==> src/rtl/mdu_pkg.sv <==
// Shared definitions for the iterative RV32M multiply/divide sequencer.
package mdu_pkg;

    localparam int MDU_WIDTH = 32;

    // funct3 encodings of the M extension
    localparam logic [2:0] MDU_OP_MUL    = 3'b000;
    localparam logic [2:0] MDU_OP_MULH   = 3'b001;
    localparam logic [2:0] MDU_OP_MULHSU = 3'b010;
    localparam logic [2:0] MDU_OP_MULHU  = 3'b011;
    localparam logic [2:0] MDU_OP_DIV    = 3'b100;
    localparam logic [2:0] MDU_OP_DIVU   = 3'b101;
    localparam logic [2:0] MDU_OP_REM    = 3'b110;
    localparam logic [2:0] MDU_OP_REMU   = 3'b111;

    // Sequencer states
    typedef enum logic [1:0] {
        S_IDLE  = 2'b00,
        S_CALC  = 2'b01,
        S_FIXUP = 2'b10,
        S_DONE  = 2'b11
    } mdu_state_t;

    // Width of the iteration counter for a given operand width
    function automatic int mdu_cnt_w(input int width);
        return (width > 1) ? $clog2(width) : 1;
    endfunction

    localparam int MDU_CNT_W = mdu_cnt_w(MDU_WIDTH);

endpackage

==> src/rtl/mdu_step.sv <==
// One iteration of the multiply/divide datapath.
//   mode 0: radix-2 shift-add over {acc, lo}, lo holds the multiplier.
//   mode 1: restoring shift-subtract, acc is the partial remainder and
//           lo holds the dividend shifting out / quotient shifting in.
module mdu_step
    import mdu_pkg::*;
#(
    parameter int WIDTH = 32
) (
    input  logic             i_mode,
    input  logic [WIDTH-1:0] i_acc,
    input  logic [WIDTH-1:0] i_lo,
    input  logic [WIDTH-1:0] i_opnd,
    output logic [WIDTH-1:0] o_acc,
    output logic [WIDTH-1:0] o_lo
);

    logic [WIDTH:0]   w_sum;
    logic [WIDTH:0]   w_shift;
    logic [WIDTH-1:0] w_sub;
    logic             w_ge;

    // Compute both candidate step results and select by mode
    always_comb begin
        w_sum   = {1'b0, i_acc};
        w_shift = {i_acc, i_lo[WIDTH-1]};
        // The true difference is below 2^WIDTH whenever it is kept, so a
        // WIDTH-bit subtraction is exact.
        w_sub   = w_shift[WIDTH-1:0] - i_opnd;
        w_ge    = (w_shift >= {1'b0, i_opnd});
        o_acc   = i_acc;
        o_lo    = i_lo;
        if (i_mode == 1'b0) begin
            if (i_lo[0]) begin
                w_sum = {1'b0, i_acc} + {1'b0, i_opnd};
            end else begin
                w_sum = {1'b0, i_acc};
            end
            o_acc = w_sum[WIDTH:1];
            o_lo  = {w_sum[0], i_lo[WIDTH-1:1]};
        end else begin
            if (w_ge) begin
                o_acc = w_sub;
                o_lo  = {i_lo[WIDTH-2:0], 1'b1};
            end else begin
                o_acc = w_shift[WIDTH-1:0];
                o_lo  = {i_lo[WIDTH-2:0], 1'b0};
            end
        end
    end

endmodule

==> src/rtl/mdu_seq.sv <==
// Iterative RV32M multiply/divide sequencer: FSM, operand latches,
// special-case detection, sign fix-up and the registered result.
module mdu_seq
    import mdu_pkg::*;
#(
    parameter int WIDTH = 32
) (
    input  logic             clk,
    input  logic             reset,
    input  logic             start,
    input  logic             flush,
    input  logic [2:0]       op,
    input  logic [WIDTH-1:0] SrcA,
    input  logic [WIDTH-1:0] SrcB,
    output logic             busy,
    output logic             done,
    output logic [WIDTH-1:0] Result
);

    localparam int CW = mdu_cnt_w(WIDTH);
    localparam logic [WIDTH-1:0] ONE_W = {{(WIDTH-1){1'b0}}, 1'b1};
    localparam logic [WIDTH-1:0] MIN_W = {1'b1, {(WIDTH-1){1'b0}}};

    mdu_state_t       r_state;
    mdu_state_t       w_next_state;
    logic [CW-1:0]    r_cnt;
    logic [2:0]       r_op;
    logic             r_neg;
    logic             r_neg_rem;
    logic [WIDTH-1:0] r_acc;
    logic [WIDTH-1:0] r_lo;
    logic [WIDTH-1:0] r_opnd;
    logic             r_busy;
    logic             r_done;
    logic [WIDTH-1:0] r_result;

    logic             w_a_signed;
    logic             w_b_signed;
    logic             w_sign_a;
    logic             w_sign_b;
    logic [WIDTH-1:0] w_mag_a;
    logic [WIDTH-1:0] w_mag_b;
    logic             w_div0;
    logic             w_ovf;
    logic             w_special;
    logic [WIDTH-1:0] w_special_result;
    logic             w_accept;
    logic [WIDTH-1:0] w_step_acc;
    logic [WIDTH-1:0] w_step_lo;
    logic [2*WIDTH-1:0] w_prod;
    logic [2*WIDTH-1:0] w_prod_fix;
    logic [WIDTH-1:0] w_fix_result;

    assign busy   = r_busy;
    assign done   = r_done;
    assign Result = r_result;

    // Decode signedness, operand magnitudes and the early-exit cases
    always_comb begin
        case (op)
            MDU_OP_MULHU, MDU_OP_DIVU, MDU_OP_REMU: w_a_signed = 1'b0;
            default:                                w_a_signed = 1'b1;
        endcase
        w_b_signed = w_a_signed && (op != MDU_OP_MULHSU);
        w_sign_a   = w_a_signed && SrcA[WIDTH-1];
        w_sign_b   = w_b_signed && SrcB[WIDTH-1];
        if (w_sign_a) begin
            w_mag_a = ~SrcA + ONE_W;
        end else begin
            w_mag_a = SrcA;
        end
        if (w_sign_b) begin
            w_mag_b = ~SrcB + ONE_W;
        end else begin
            w_mag_b = SrcB;
        end
        // op[2] selects DIV*/REM*, op[0]=0 among those is the signed pair
        w_div0    = op[2] && (SrcB == {WIDTH{1'b0}});
        w_ovf     = op[2] && !op[0] && (SrcA == MIN_W) && (SrcB == {WIDTH{1'b1}});
        w_special = w_div0 || w_ovf;
        if (w_div0) begin
            if (op[1]) begin
                w_special_result = SrcA;
            end else begin
                w_special_result = {WIDTH{1'b1}};
            end
        end else if (w_ovf) begin
            if (op[1]) begin
                w_special_result = {WIDTH{1'b0}};
            end else begin
                w_special_result = MIN_W;
            end
        end else begin
            w_special_result = {WIDTH{1'b0}};
        end
    end

    assign w_accept = (r_state == S_IDLE) && start && !flush;

    // Single-iteration datapath shared by multiply and divide
    mdu_step #(.WIDTH(WIDTH)) u_step (
        .i_mode (r_op[2]),
        .i_acc  (r_acc),
        .i_lo   (r_lo),
        .i_opnd (r_opnd),
        .o_acc  (w_step_acc),
        .o_lo   (w_step_lo)
    );

    // Sign fix-up and half selection applied in FIXUP
    always_comb begin
        w_prod = {r_acc, r_lo};
        if (r_neg) begin
            w_prod_fix = ~w_prod + {{(2*WIDTH-1){1'b0}}, 1'b1};
        end else begin
            w_prod_fix = w_prod;
        end
        case (r_op)
            MDU_OP_MUL:  w_fix_result = w_prod_fix[WIDTH-1:0];
            MDU_OP_MULH, MDU_OP_MULHSU, MDU_OP_MULHU:
                         w_fix_result = w_prod_fix[2*WIDTH-1:WIDTH];
            MDU_OP_DIV, MDU_OP_DIVU: begin
                if (r_neg) begin
                    w_fix_result = ~r_lo + ONE_W;
                end else begin
                    w_fix_result = r_lo;
                end
            end
            default: begin
                if (r_neg_rem) begin
                    w_fix_result = ~r_acc + ONE_W;
                end else begin
                    w_fix_result = r_acc;
                end
            end
        endcase
    end

    // Next-state logic; flush overrides every transition
    always_comb begin
        w_next_state = r_state;
        case (r_state)
            S_IDLE: begin
                if (w_accept) begin
                    if (w_special) begin
                        w_next_state = S_DONE;
                    end else begin
                        w_next_state = S_CALC;
                    end
                end else begin
                    w_next_state = S_IDLE;
                end
            end
            S_CALC: begin
                if (r_cnt == {CW{1'b0}}) begin
                    w_next_state = S_FIXUP;
                end else begin
                    w_next_state = S_CALC;
                end
            end
            S_FIXUP: w_next_state = S_DONE;
            S_DONE:  w_next_state = S_IDLE;
            default: w_next_state = S_IDLE;
        endcase
        if (flush) begin
            w_next_state = S_IDLE;
        end else begin
            w_next_state = w_next_state;
        end
    end

    // State register
    always_ff @(posedge clk) begin
        if (reset) begin
            r_state <= S_IDLE;
        end else begin
            r_state <= w_next_state;
        end
    end

    // Operand latches, iteration registers and counter
    always_ff @(posedge clk) begin
        if (reset) begin
            r_op      <= 3'b000;
            r_neg     <= 1'b0;
            r_neg_rem <= 1'b0;
            r_acc     <= {WIDTH{1'b0}};
            r_lo      <= {WIDTH{1'b0}};
            r_opnd    <= {WIDTH{1'b0}};
            r_cnt     <= {CW{1'b0}};
        end else if (w_accept) begin
            r_op      <= op;
            r_neg     <= w_sign_a ^ w_sign_b;
            r_neg_rem <= w_sign_a;
            r_acc     <= {WIDTH{1'b0}};
            r_cnt     <= CW'(WIDTH - 1);
            if (op[2]) begin
                r_lo   <= w_mag_a;
                r_opnd <= w_mag_b;
            end else begin
                r_lo   <= w_mag_b;
                r_opnd <= w_mag_a;
            end
        end else if (r_state == S_CALC) begin
            r_acc <= w_step_acc;
            r_lo  <= w_step_lo;
            if (r_cnt != {CW{1'b0}}) begin
                r_cnt <= r_cnt - CW'(1);
            end
        end
    end

    // Registered busy/done flags and the result, loaded on entry to DONE
    always_ff @(posedge clk) begin
        if (reset) begin
            r_busy   <= 1'b0;
            r_done   <= 1'b0;
            r_result <= {WIDTH{1'b0}};
        end else begin
            r_busy <= (w_next_state == S_CALC) || (w_next_state == S_FIXUP);
            r_done <= (w_next_state == S_DONE);
            if (w_next_state == S_DONE) begin
                if (r_state == S_FIXUP) begin
                    r_result <= w_fix_result;
                end else begin
                    r_result <= w_special_result;
                end
            end
        end
    end

endmodule

==> config.mk <==
export PLATFORM = sky130hd
export DESIGN_NAME = mdu_seq
export DESIGN_NICKNAME = d
export VERILOG_FILES = /design/src/rtl/mdu_pkg.sv /design/src/rtl/mdu_step.sv /design/src/rtl/mdu_seq.sv
export SDC_FILE = /design/constraint.sdc
export NUM_CORES = 1
export LEC_CHECK = 0
export CORE_ASPECT_RATIO = 0.9
export CORE_UTILIZATION = 54
export CTS_BUF_LIST = sky130_fd_sc_hd__clkbuf_8 sky130_fd_sc_hd__clkbuf_16
export DETAILED_ROUTE_END_ITERATION = 6
export MAX_ROUTING_LAYER = met4
export PLACE_DENSITY = 0.74
export REMOVE_ABC_BUFFERS = 1
export SKIP_LAST_GASP = 1
export SLEW_MARGIN = 10
export SYNTH_ARGS = -nofsm -noshare
export SYNTH_HDL_FRONTEND = slang
export SYNTH_SLANG_ARGS = --single-unit
==> constraint.sdc <==
create_clock -name clk -period 4.98 [get_ports clk]
set_input_delay 0.498 -clock clk [delete_from_list [all_inputs] [get_ports clk]]
set_output_delay 0.498 -clock clk [all_outputs]
set_load 0.005 [all_outputs]
==> impl_metrics.csv <==
group,metric,value,unit
logic_synthesis,netlist_top_cells_area,"dfxtp_1 (19%), a21oi_1 (7.3%), ha_1 (6.0%)",
timing,finalSetupViolations,0,
logic_synthesis,synthesis.area,14800,µm²
power,vdd_drop_max,251,µV
setup_path,cp_max_fo,39,
detailed_routing,drt-pass1-iter-count,7,
global_routing,grt_usage,39.4,%
logic_synthesis,synth.yosys.seq_area_share,19.3,%
setup_path,crit_path_start_kind,"input port",
setup_path,worstPathArrival,4.88,ns
setup_path,path_class,"input port to flip-flop",
setup_path,slowest_stage,"or4_1",
placement,io_buffers,104,
timing,finalHoldViolCount,0,
timing,slew_headroom,29.5,%
logic_synthesis,synthSimpleGateAreaFrac,21.9,%
setup_path,worstPathRequired,5.26,ns
clock_network,clock-root-buffer,"clkbuf_16",
timing,fin_ws,0.380,ns
setup_path,endpoint_kind,"flip-flop",
logic_synthesis,ys_ff_latch,142,
timing,rsz0062_at_grt,"false",
timing,final_max_slew_viol_count,0,
logic_synthesis,synth_adder_area_share,6.29,%
timing,fmax,217,MHz
run_status,status,"finished with violations",
placement,dp_hpwl,40.5,mm
logic_synthesis,synthCells,2095,
clock_network,cts_made_buffers,17,
global_routing,top_usage_layer,"met2",
logic_synthesis,async_flop_share,0,%
logic_synthesis,synth_most_common_cell,"nand2_1",
logic_synthesis,synth-xor-area-share,11.0,%
logic_synthesis,dominantRegCellSynth,"dfxtp_1",
floorplan,die_width,176,µm
clock_network,clk_pin_slew,0.06,ns
logic_synthesis,syn_avg_cell_area,7.04,µm²
logic_synthesis,synth_commonest_cells,"nand2_1 (217), a21oi_1 (216), nor2_1 (199)",
logic_synthesis,synth_edf_count,0,
timing,clock_skew,0.00963,ns
detailed_routing,dr.first_iter.drc_count,1993,
detailed_routing,wl_per_cell,22.3,µm
cells_and_area,fin_nets,2229,
clock_network,clock_tree.buffer_depth,2,
floorplan,start_util,54.9,%
clock_network,clock_latency,0.44,ns
floorplan,die_h,159,µm
detailed_routing,antenna_left,0,
detailed_routing,drt_wl_total,54.5,mm
cells_and_area,drive_gt1_share,5.44,%
power,p_per_area,245,nW/µm²
flow_run,maxCapViolations,0,
global_routing,first_global_vias,14891,
setup_path,slowest_delay,0.59,ns
placement,place_congestion,0.970,
clock_network,cts_sinks,142,
detailed_routing,vias_per_cell,6.78,
detailed_routing,drc,3,
global_routing,overflow,0,
global_routing,grt_pass1_wl,84.1,mm
logic_synthesis,synth_top_family_by_area,"compound AO/OA/AOI/OAI gates",
logic_synthesis,synth_compound_area_share,30.8,%
detailed_routing,num_vias,16619,
global_routing,use_met3,5.15,%
setup_path,crit_chain,"clkdlybuf4s50_1, or4_1, or3_1, or4_4, or3_1, nor2b_1, nand4_1, nand2_1, a21oi_1, o32a_1, nor2_1, ha_2, buf_4, nand2_2, a21oi_1, nor4_1",
timing,period_share,92.4,%
floorplan,dieArea,28000,µm²
logic_synthesis,yosys.area.top_type,"dfxtp_1",
global_routing,grt_util_met2,58.3,%
clock_network,cts_tree,"done",
logic_synthesis,synth-warning-count,0,
floorplan,rows,57,
logic_synthesis,synth_top_area_share,19.3,%
timing,setup_tns,0,ns
global_routing,antenna_found_initial,0,
clock_network,htreeDepth,4,
floorplan,pin_count,105,
placement,dp_cells,2420,
run_status,violations,"design-rule violations",
logic_synthesis,yosysUniqueCellTypes,84,
placement,place_ws,-0.131,ns
timing,min_period,4.60,ns
power,p_leak,6.08,nW
clock_network,postCtsHoldBufs,0,
global_routing,grt_max_degree,81,
floorplan,core_area,26900,µm²
worst_hold_path,hold_path_class,"flip-flop to flip-flop",
cells_and_area,fin_util,61.1,%
cells_and_area,fin_cells,2451,
power,power.total,4.02,mW
placement,place_area,15900,µm²
cells_and_area,final_area,16400,µm²
cells_and_area,syn_to_final_growth,11.4,%
global_routing,met1_usage,53.5,%
timing,whs,0.480,ns
cells_and_area,diodes,0,
logic_synthesis,muxShareOfSynthArea,4.61,%
timing,tightest_slew,1.06,ns
==> kinds of logic (layout without fill, tap and decap cells) <==
family | count (synthesis) | count (layout)
AOI/OAI and AO/OA | 712 | 712
and+or+nand+nor | 680 | 680
buffers and inverters | 236 | 238
xor gates and xnor gates | 185 | 185
DFF | 142 | 142
adders and majority gates | 73 | 73
muxes | 67 | 67
==> flip-flops by register name (all words and copies together) (netlist names) <==
name / flops
r_state: 2
r_cnt: 5
done: 1
busy: 1
r_opnd: 32
r_acc: 32
r_op: 3
r_neg: 1
r_neg_rem: 1
Result: 32
r_lo: 32
==> placed cells by master, fill, tap and decap left out, drive strengths merged, types with 22 or more instances in the layout <==
master and instances:
xor2 90, nand3 42, nor4 35, mux2i 60
o22ai 24, xnor2 95, buf 40, o21ai 168
a21o 27, dfxtp 142, nand2b 29, inv 67
nor2 200, a211oi 52, nand4 25, clkdlybuf4s50 102
clkbuf 22, nor3 34, nand2 217, o31ai 30
a21oi 217, o211ai 55, or3 26, ha 71
==> cell type report <==
cell class	instances	area, µm²
Clock inverter	9	70.1
Multi-Input combinational cell	1717	11000
Timing Repair Buffer	142	1320
Clock buffer	22	494
Inverter	65	244
Sequential cell	142	2850
Fill cell	2539	10400
Tap cell	354	443
==> path summary, 6_finish.rpt <==
kind | from | to | slack, ns | cells after the start
worst max-delay path | SrcA[14] | Result[23] | 0.38 | 16
worst min-delay path | r_opnd[28] | r_opnd[28] | 0.48 | 2
worst max register to register | r_acc[2] | r_acc[26] | 0.74 | 11
worst min register to register | r_opnd[28] | r_opnd[28] | 0.48 | 2
==> layer usage <==
layer / vias to the layer above / routed length, µm
met3: 126 / 4950
met4: 0 / 2170
li1: 7630 / -
met2: 955 / 24100
met1: 7908 / 23300
met5: - / 0
==> critical path, delay by kind of cell <==
kind | cells | cell delay [ns]
AO/OA/AOI/OAI | 3 | 0.50
adder cells (fa/ha/maj) | 1 | 0.26
buffers and inverters | 2 | 0.83
AND/OR/NAND/NOR | 10 | 2.78
==> power by group <==
part / switching, mW / total (mW) / internal, mW
Sequential: 0.111 / 1.31 / 1.19
Clock: 0.527 / 1.27 / 0.741
Combinational: 0.885 / 1.45 / 0.565
==> repair_timing <==
action	in CTS	in global routing
gates resized for setup	0	1
setup endpoints to repair	0	1
setup buffers	0	0
Note: power is estimated with default switching activity, not from simulation.
